## config.mk

```make
export PLATFORM = sky130hd
export DESIGN_NAME = regfile_mp
export DESIGN_NICKNAME = d
export VERILOG_FILES = /design/src/rtl/singlecycle_pkg.sv /design/src/rtl/regfile_mp_scoreboard.sv /design/src/rtl/regfile_mp.sv
export SDC_FILE = /design/constraint.sdc
export NUM_CORES = 2
export LEC_CHECK = 0
export CAP_MARGIN = 20
export CORE_ASPECT_RATIO = 1.1
export CORE_MARGIN = 2
export CORE_UTILIZATION = 64
export CTS_CLUSTER_SIZE = 30
export DETAILED_ROUTE_END_ITERATION = 8
export PLACE_DENSITY_LB_ADDON = 0.15
export REMOVE_ABC_BUFFERS = 1
export SYNTH_ARGS = -nofsm -noshare
export SYNTH_HDL_FRONTEND = slang
export SYNTH_SLANG_ARGS = --single-unit
```

## constraint.sdc

```tcl
create_clock -name i_clk -period 5.8 [get_ports i_clk]
set_input_delay 1.16 -clock i_clk [delete_from_list [all_inputs] [get_ports i_clk]]
set_output_delay 1.16 -clock i_clk [all_outputs]
set_load 0.03 [all_outputs]
```

## src/rtl/singlecycle_pkg.sv

```systemverilog
// Shared register-file constants and types for the RV32I core family.
package singlecycle_pkg;

  localparam int NREGS_DEFAULT = 32;
  localparam int REGIDX_WIDTH  = $clog2(NREGS_DEFAULT);

  typedef logic [REGIDX_WIDTH-1:0] regidx_t;

  localparam regidx_t REG_ZERO = '0;

endpackage

```

## src/rtl/regfile_mp_scoreboard.sv

```systemverilog
// Busy-bit scoreboard: one pending-producer flag per architectural register.
// Priority per bit is flush, then alloc, then clearing write, then hold.
module regfile_scoreboard
  import singlecycle_pkg::*;
#(
  parameter int NREGS  = 32,
  parameter int NRD    = 2,
  parameter int NWR    = 1,
  parameter int BYPASS = 1,
  localparam int IDXW  = $clog2(NREGS)
) (
  input  logic                      i_clk,
  input  logic                      i_rst_n,
  input  logic [NRD-1:0][IDXW-1:0]  i_rs_addr,
  output logic [NRD-1:0]            o_rs_busy,
  input  logic [NWR-1:0]            i_wr_en,
  input  logic [NWR-1:0][IDXW-1:0]  i_wr_addr,
  input  logic [NWR-1:0]            i_wr_clr,
  input  logic                      i_alloc_en,
  input  logic [IDXW-1:0]           i_alloc_addr,
  input  logic                      i_flush
);

  logic [NREGS-1:0] busy;

  // x0 never has a producer
  assign busy[0] = 1'b0;

  for (genvar gi = 1; gi < NREGS; gi++) begin : g_busy
    logic busy_reg;
    logic busy_next;
    logic clr_hit;

    always_comb begin
      clr_hit = 1'b0;
      for (int w = 0; w < NWR; w++) begin
        if (i_wr_en[w] && i_wr_clr[w] && (i_wr_addr[w] == IDXW'(gi))) begin
          clr_hit = 1'b1;
        end
      end
    end

    // Alloc beats clear: the newly issued producer supersedes the retiring one
    always_comb begin
      busy_next = busy_reg;
      if (i_flush) begin
        busy_next = 1'b0;
      end else if (i_alloc_en && (i_alloc_addr == IDXW'(gi))) begin
        busy_next = 1'b1;
      end else if (clr_hit) begin
        busy_next = 1'b0;
      end
    end

    always_ff @(posedge i_clk or negedge i_rst_n) begin
      if (!i_rst_n) begin
        busy_reg <= 1'b0;
      end else begin
        busy_reg <= busy_next;
      end
    end

    assign busy[gi] = busy_reg;
  end

  for (genvar gi = 0; gi < NRD; gi++) begin : g_rd_busy
    logic mask_hit;

    // A retiring write this cycle is forwarded, so the reader need not stall
    always_comb begin
      mask_hit = 1'b0;
      if (BYPASS != 0) begin
        for (int w = 0; w < NWR; w++) begin
          if (i_wr_en[w] && i_wr_clr[w] && (i_wr_addr[w] == i_rs_addr[gi])) begin
            mask_hit = 1'b1;
          end
        end
      end
    end

    assign o_rs_busy[gi] = busy[i_rs_addr[gi]] & ~mask_hit;
  end

endmodule

```

## src/rtl/regfile_mp.sv

```systemverilog
// Multi-port integer register file with optional write-to-read bypass and
// an integrated RAW-hazard scoreboard. x0 reads as zero and is never busy.
module regfile_mp
  import singlecycle_pkg::*;
#(
  parameter int XLEN   = 32,
  parameter int NREGS  = 32,
  parameter int NRD    = 2,
  parameter int NWR    = 1,
  parameter int BYPASS = 1,
  localparam int IDXW  = $clog2(NREGS)
) (
  input  logic                      i_clk,
  input  logic                      i_rst_n,
  input  logic [NRD-1:0][IDXW-1:0]  i_rs_addr,
  output logic [NRD-1:0][XLEN-1:0]  o_rs_data,
  output logic [NRD-1:0]            o_rs_busy,
  input  logic [NWR-1:0]            i_wr_en,
  input  logic [NWR-1:0][IDXW-1:0]  i_wr_addr,
  input  logic [NWR-1:0][XLEN-1:0]  i_wr_data,
  input  logic [NWR-1:0]            i_wr_clr,
  input  logic                      i_alloc_en,
  input  logic [IDXW-1:0]           i_alloc_addr,
  input  logic                      i_flush
);

  logic [XLEN-1:0] stored [NREGS];

  // x0 has no storage; writes to it simply find no register to land in
  assign stored[0] = '0;

  for (genvar gi = 1; gi < NREGS; gi++) begin : g_reg
    logic [XLEN-1:0] data_reg;
    logic [XLEN-1:0] data_next;
    logic            wr_hit;

    // Later ports override earlier ones, so the highest index wins a collision
    always_comb begin
      wr_hit    = 1'b0;
      data_next = data_reg;
      for (int w = 0; w < NWR; w++) begin
        if (i_wr_en[w] && (i_wr_addr[w] == IDXW'(gi))) begin
          wr_hit    = 1'b1;
          data_next = i_wr_data[w];
        end
      end
    end

    always_ff @(posedge i_clk or negedge i_rst_n) begin
      if (!i_rst_n) begin
        data_reg <= '0;
      end else if (wr_hit) begin
        data_reg <= data_next;
      end
    end

    assign stored[gi] = data_reg;
  end

  for (genvar gi = 0; gi < NRD; gi++) begin : g_rd
    logic [XLEN-1:0] rd_data;

    always_comb begin
      rd_data = stored[i_rs_addr[gi]];
      if ((BYPASS != 0) && (i_rs_addr[gi] != IDXW'(REG_ZERO))) begin
        for (int w = 0; w < NWR; w++) begin
          if (i_wr_en[w] && (i_wr_addr[w] == i_rs_addr[gi])) begin
            rd_data = i_wr_data[w];
          end
        end
      end
    end

    assign o_rs_data[gi] = rd_data;
  end

  regfile_scoreboard #(
    .NREGS  (NREGS),
    .NRD    (NRD),
    .NWR    (NWR),
    .BYPASS (BYPASS)
  ) u_scoreboard (
    .i_clk        (i_clk),
    .i_rst_n      (i_rst_n),
    .i_rs_addr    (i_rs_addr),
    .o_rs_busy    (o_rs_busy),
    .i_wr_en      (i_wr_en),
    .i_wr_addr    (i_wr_addr),
    .i_wr_clr     (i_wr_clr),
    .i_alloc_en   (i_alloc_en),
    .i_alloc_addr (i_alloc_addr),
    .i_flush      (i_flush)
  );

endmodule

```

# == After elaboration in Yosys (flattened, before gate mapping) ==
# Index checks and enable logic that the tools add are counted.
# W data, S select, Z words.
# classes
n_lt_le_gt_ge,4
n_eq_ne,64
mux,171
bitwise_logic,6
n_reduce_logical,162
# op_table
op,n
$bmux W32 S5,2
$mux W32,8
$eq A5 B5 Y1 const B,32
$mux W1,159
$logic_and A1 B1 Y1,98
$reduce_bool A3 Y1,31
$eq A5 B4 Y1 const B,16
$reduce_and A2 Y1,31
$eq A5 B3 Y1 const B,8
$eq A5 B2 Y1 const B,4
$ge A6 B6 Y1 const B,2
$lt A5 B6 Y1 const B,2
$not A5 Y6,2
$bmux W1 S5,2
$eq A5 B1 Y1 const B,2
$eq A5 B5 Y1,2
$reduce_bool A5 Y1,2
$and A1 B1 Y1,2
$not A1 Y1,2
# word_totals
regBits,1023
inputBits,58
out_inout_bits,66
wordCells,469

# == Longest topological paths before layout ==
# logic_depth
depth_word,6
ltp_mapped,9
mapped_depth_nobuf,5

# == By module ==
# Synthesis repeated with hierarchy kept, for this count alone.
# hier_totals
hier_cells,3904
hier_area_um2,55647.1
# modules_own_cells
mod,n_inst,cells_each,area_each_um2,seq_area_each_um2
regfile_mp,1,3664,53477.5,24823.8
regfile_scoreboard,1,240,2169.6,775.7

# == Worst setup path after synthesis ==
# No wires, ideal clock.
# synth_timing
kind,input-to-output
start,input port i_rs_addr[9] (netlist bit)
end,output port o_rs_data[42] (netlist bit)
arrival_ns,3.240
required_ns,4.640
setup_slack_ns,1.400
cell_stages,7
n_path_buf,3
cell_sequence,buf_2 > or2_1 > or3_1 > and4_1 > buf_2 > buf_2 > o31ai_1
# synth_rtl
element,line,rtl
"start, declared",regfile_mp.sv:15,"input logic [NRD-1:0][IDXW-1:0] i_rs_addr,"
"end, declared",regfile_mp.sv:16,"output logic [NRD-1:0][XLEN-1:0] o_rs_data,"

==> results_dict.tcl <==
set metrics [dict create \
    relSlewSlack 0.231 \
    vias 37060 \
    synth_warnings 0 \
    ys_types 52 \
    core_area_um2 85100 \
    synth.ff_latch_count 1023 \
    cts_tree "built" \
    cts.reportedPaths.clkPinSlew_ps 60 \
    ys_async_sr_fraction 1.00 \
    drt_iter0_drc 3915 \
    die-area_um2 88400 \
    rsz0062_at_grt "false" \
    fin_worst_skew_ps 0 \
    drive_above_1_share 0.518 \
    wirelength_um 168000 \
    yosys.area.top_type "dfrtp_1" \
    end_kind "output pin" \
    first_global_vias 39855 \
    leakage_nw 26.4 \
    synth_area_leaders "dfrtp_1, mux2_2, mux4_2" \
    status "finished clean" \
    diodes 0 \
    clockBufferDepth 3 \
    cp.arrival_ps 4260 \
    grt_max_degree 154 \
    yosysMostFrequentCell "mux2_2" \
    grt_pass1_wl_um 255000 \
    drtAntennaViolNets 0 \
    fillerInstances 5341 \
    clock_latency_ps 670 \
    tns_ps 0 \
    worst_pin_slew_ps 1150 \
    hold_class "flop to flop" \
    synth_seq_area_share 0.465 \
    synthCells 3770 \
    min_period_over_period 0.934 \
    cts.sinks 1023 \
    io_pins 124 \
    port_buffers 123 \
    dieHeight_um 312 \
    utilization 0.731 \
    drc 0 \
    layout.nets 3823 \
    cp-start-kind "primary input" \
    critPathKind "primary input to output pin" \
    layout_setup_ws_ps 384 \
    yosysTopAreaCellShare 0.465 \
    first_pass_iters 8 \
    ys.flop_type "dfrtp_1" \
    dpl_worst_slack_ps 547 \
    place.gp.congestion 0.893 \
    start_util 0.648 \
    ctsResizeCount 0 \
    gr-total-overflow 0 \
    fin_crit_ps 5420 \
    largest_register_ffs 992 \
    postCtsHoldBufs 0 \
    rows 112 \
    drv_cap 0 \
    htreeDepth 3 \
    grtUsageMet3 0.0870 \
    postSynthAreaPerCell_um2 14.6 \
    setup_viol 0 \
    cp_data_required_time_ps 4640 \
    peakVddDrop_v 0.000312 \
    antenna_found_initial 1 \
    power_density_nw_per_um2 346 \
    use_met1 0.503 \
    track_usage 0.387 \
    slew_violations 0 \
    cts_buffers 108 \
    clk_root_buffer_cell "clkbuf_16" \
    post-cts-setup-buffer-count 0 \
    synth_commonest_cells "mux2_2, dfrtp_1, mux4_2, clkbuf_1, buf_2" \
    use_met2 0.614 \
    busiest_layer "met2" \
    die_w_um 284 \
    layout-area-overhead-vs-synth_pct 12.8 \
    syn_area_um2 55100 \
    crit_path_max_fanout 19 \
    synth_edf_count 0 \
    dpl.hpwl_um 100000 \
    viasPerCell 7.42 \
    hold_violations 0 \
    max_clock_freq_ghz 0.185 \
    wire_per_inst_um 33.7 \
]
[logic make-up (layout without fill, tap and decap cells)]
family | Yosys count | after routing | share of synthesized area
AND/OR/NAND/NOR | 385 | 385 | 0.0323
AO/OA/AOI/OAI | 364 | 364 | 0.0493
XOR/XNOR | 10 | 10 | 0.00159
flip-flops | 1023 | 1023 | 0.465
multiplexers | 1543 | 1543 | 0.416
buffers and inverters | 445 | 529 | 0.0364
[routing by layer]
metal	part of all wire	vias to the layer above
li1	-	14667
met5	0.000077	-
met1	0.37	19616
met2	0.48	2182
met4	0.062	2
met3	0.096	593
[stage by stage]
step | hold WS, ps | cells | cell area (µm²) | power (W)
final | 512 | 4994 | 62100 | 0.0215
after global routing | 535 | 4994 | 62100 | 0.0223
after CTS | 506 | 4977 | 61700 | 0.0215
after detailed placement | 493 | 4778 | 58000 | 0.0142
after global placement | 473 | 4778 | 58000 | 0.0138
after floorplan | 460 | 3358 | 53200 | 0.0124
[cells in the final DEF, fill, tap and decap left out, drive strengths merged, types with 15 or more instances in the layout]
cell / n
a21oi: 36
a221oi: 115
a22oi: 64
and3: 24
buf: 241
bufinv: 15
clkbuf: 160
clkdlybuf4s50: 50
clkinv: 23
dfrtp: 1023
inv: 35
mux2: 1038
mux4: 492
nand2: 140
nand3: 17
nor2: 81
nor2b: 22
nor3: 62
o21ai: 58
o221ai: 29
o31ai: 26
[cell type report]
type / count / area (µm²) / share of cell area
sequential: 1023 / 25600 / 0.412
clock inverter: 45 / 654 / 0.0105
tap: 1140 / 1430 / 0.0230
multi-input combinational: 2302 / 27700 / 0.445
timing repair buffer: 297 / 3580 / 0.0576
inverter: 33 / 124 / 0.00199
clock buffer: 154 / 3090 / 0.0497
[worst paths after layout]
check | startpoint | endpoint | slack, ps | cells after the start
max in group asynchronous | i_rst_n | g_reg[27].data_reg[11] | 3710 | 2
min | g_reg[1].data_reg[20] | g_reg[1].data_reg[20] | 510 | 2
max reg2reg | g_reg[12].data_reg[15] | g_reg[12].data_reg[15] | 4960 | 1
min reg2reg | g_reg[1].data_reg[20] | g_reg[1].data_reg[20] | 510 | 2
max | i_rs_addr[8] | o_rs_data[46] | 380 | 8
min in group asynchronous | i_rst_n | u_scoreboard.g_busy[25].busy_reg | 520 | 1
[critical path, cell delays in order]
cell	delay [ps]
clkdlybuf4s50_1	730
buf_4	270
and2_2	510
buf_12	260
a22oi_1	90
and3_1	230
o31ai_1	790
buf_12	200
[where the power goes]
| part | leakage [nW] | internal [W] | switching [W] |
|---|---|---|---|
| sequential | 13.1 | 0.00850 | 0.00102 |
| combinational | 11.5 | 0.00276 | 0.00190 |
| clock | 1.83 | 0.00437 | 0.00298 |
(Power assumes the default switching activity.)
==> variant (same flow settings) <==
`NREGS` is set to 32 in 2 places; all go to 16.
--- a/src/rtl/regfile_mp_scoreboard.sv
+++ b/src/rtl/regfile_mp_scoreboard.sv
@@ -5,3 +5,3 @@
 #(
-  parameter int NREGS  = 32,
+  parameter int NREGS  = 16,
   parameter int NRD    = 2,
--- a/src/rtl/regfile_mp.sv
+++ b/src/rtl/regfile_mp.sv
@@ -6,3 +6,3 @@
   parameter int XLEN   = 32,
-  parameter int NREGS  = 32,
+  parameter int NREGS  = 16,
   parameter int NRD    = 2,
Ports: changed (resized i_alloc_addr, i_rs_addr and i_wr_addr); port bits go from 124 to 120. No check against the original RTL was run, so the function may have changed too.
==> variant against the unedited design <==
  * Area after synthesis shrank 50%
  * Sequential cell count shrank 528
  * Register-to-register slack is essentially flat
  * Final area shrank 50%
  * Total power shrank 49%
  * Die area shrank 50%
  * Worst setup slack gained 440 ps
  * Combinational power shrank 40%
  * Wire length shrank 53%
==> variant: results (changes against the unedited design) <==
worst setup margin 819.9 ps (was 384.3 ps); CP max stage delay 690 ps (was 790 ps); post-synthesis sequential area ratio 45.11% (was 46.47%); WL met2 37450 um (was 80340 um); switching share of power 28.61% (was 27.41%); clock network power share 30.8% (was 34.1%); first-pass GRT wire length 121300 um (was 255200 um); worst min path class in2async (was reg2reg); DRT Wirelength 78820 um (was 168400 um); outcome complete, no violations (unchanged); PwrDens 356.1 mW/mm^2 (was 346.3 mW/mm^2); Flop+latch power 4830 uW (was 9520 uW); Post-Place Setup Slack 858.3 ps (was 547.1 ps); met3 usage 7.158% (was 8.697%); crit path max fanout 17 (was 19); dpl cells 2505 (was 4778); routed vias 18660 (was 37060); hpwl dp 44560 um (was 100200 um); Post-Syn Instances 1976 (was 3770); PortBufs 119 (was 123); WL met3 7137 um (was 16100 um); First DRT Iteration DRCs 1599 (was 3915); reg-to-reg slack, setup 4970 ps (was 4960 ps); WHS 513.9 ps (was 511.6 ps); synth top area cells dfrtp_1, mux2_2, mux4_2 (unchanged); met1 Usage GRT 48.92% (was 50.29%); leakage 0.01275 uW (was 0.02643 uW); Largest register FFs 480 (was 992); total track usage 35.99% (was 38.72%); worst slew pin tran 1214 ps (was 1149 ps); most frequent cells after synthesis mux2_2, dfrtp_1, mux4_2, clkbuf_1, mux2i_1 (was mux2_2, dfrtp_1, mux4_2, clkbuf_1, buf_2); Reg-to-Reg End g_reg[4].data_reg[31] (was g_reg[12].data_reg[15]); crit path DAT 3820 ps (was 4260 ps); Crit-path slowest cell clkdlybuf4s50_1 (was o31ai_1); Synth cell types 39 (was 52); crit path from i_wr_addr[1] (was i_rs_addr[8]); vias in the first global route 19660 (was 39860); Pre-antenna DRT Iters 5 (was 8); Layout fillers 2807 (was 5341); share of layout cells above drive strength 1 47.00% (was 51.79%); highest routed layer met4 (was met5); IR drop worst, VDD 0.0002692 V (was 0.0003116 V); worst r2r src g_reg[4].data_reg[31] (was g_reg[12].data_reg[15]); worst-skew pair later-pin latency 610 ps (was 670 ps); TritonCTS Buffers 53 (was 108); WL met1 30660 um (was 61550 um)
variant: cell count changes in the layout (fill, tap and decap cells not counted), sizes merged, moves of 34 or more:
cell    before  now
nand2      140   15
nor2        81   42
o21ai       58   15
clkbuf     160   82
a221oi     115   64
dfrtp     1023  495
mux4       492  168
mux2      1038  578
buf        241  111
mux2i       13   95
inv         35    1
variant: critical path, delay by kind of cell:
kind	cells	cell delay, ps
muxes	1	330
xor gates and xnor gates	1	170
buffers and inverters	2	1370
and+or+nand+nor	2	780
variant: kinds of logic after synthesis:
| kind of cell | after synthesis | synth area share [%] |
|---|---|---|
| mux | 841 | 40.95 |
| flops | 495 | 45.11 |
| compound gates | 228 | 6.184 |
| buf+inv | 212 | 3.778 |
| simple gates | 192 | 3.723 |
| xor+xnor | 8 | 0.2552 |
variant: area by class of cell:
class	instances	area (sq um)	area share (%)
clock inverter	13	122.6	0.3962
multi-input combinational	1269	14140	45.68
timing repair buffer	174	1979	6.396
sequential	495	12390	40.02
clock buffer	81	1614	5.215
tap	567	709.4	2.292
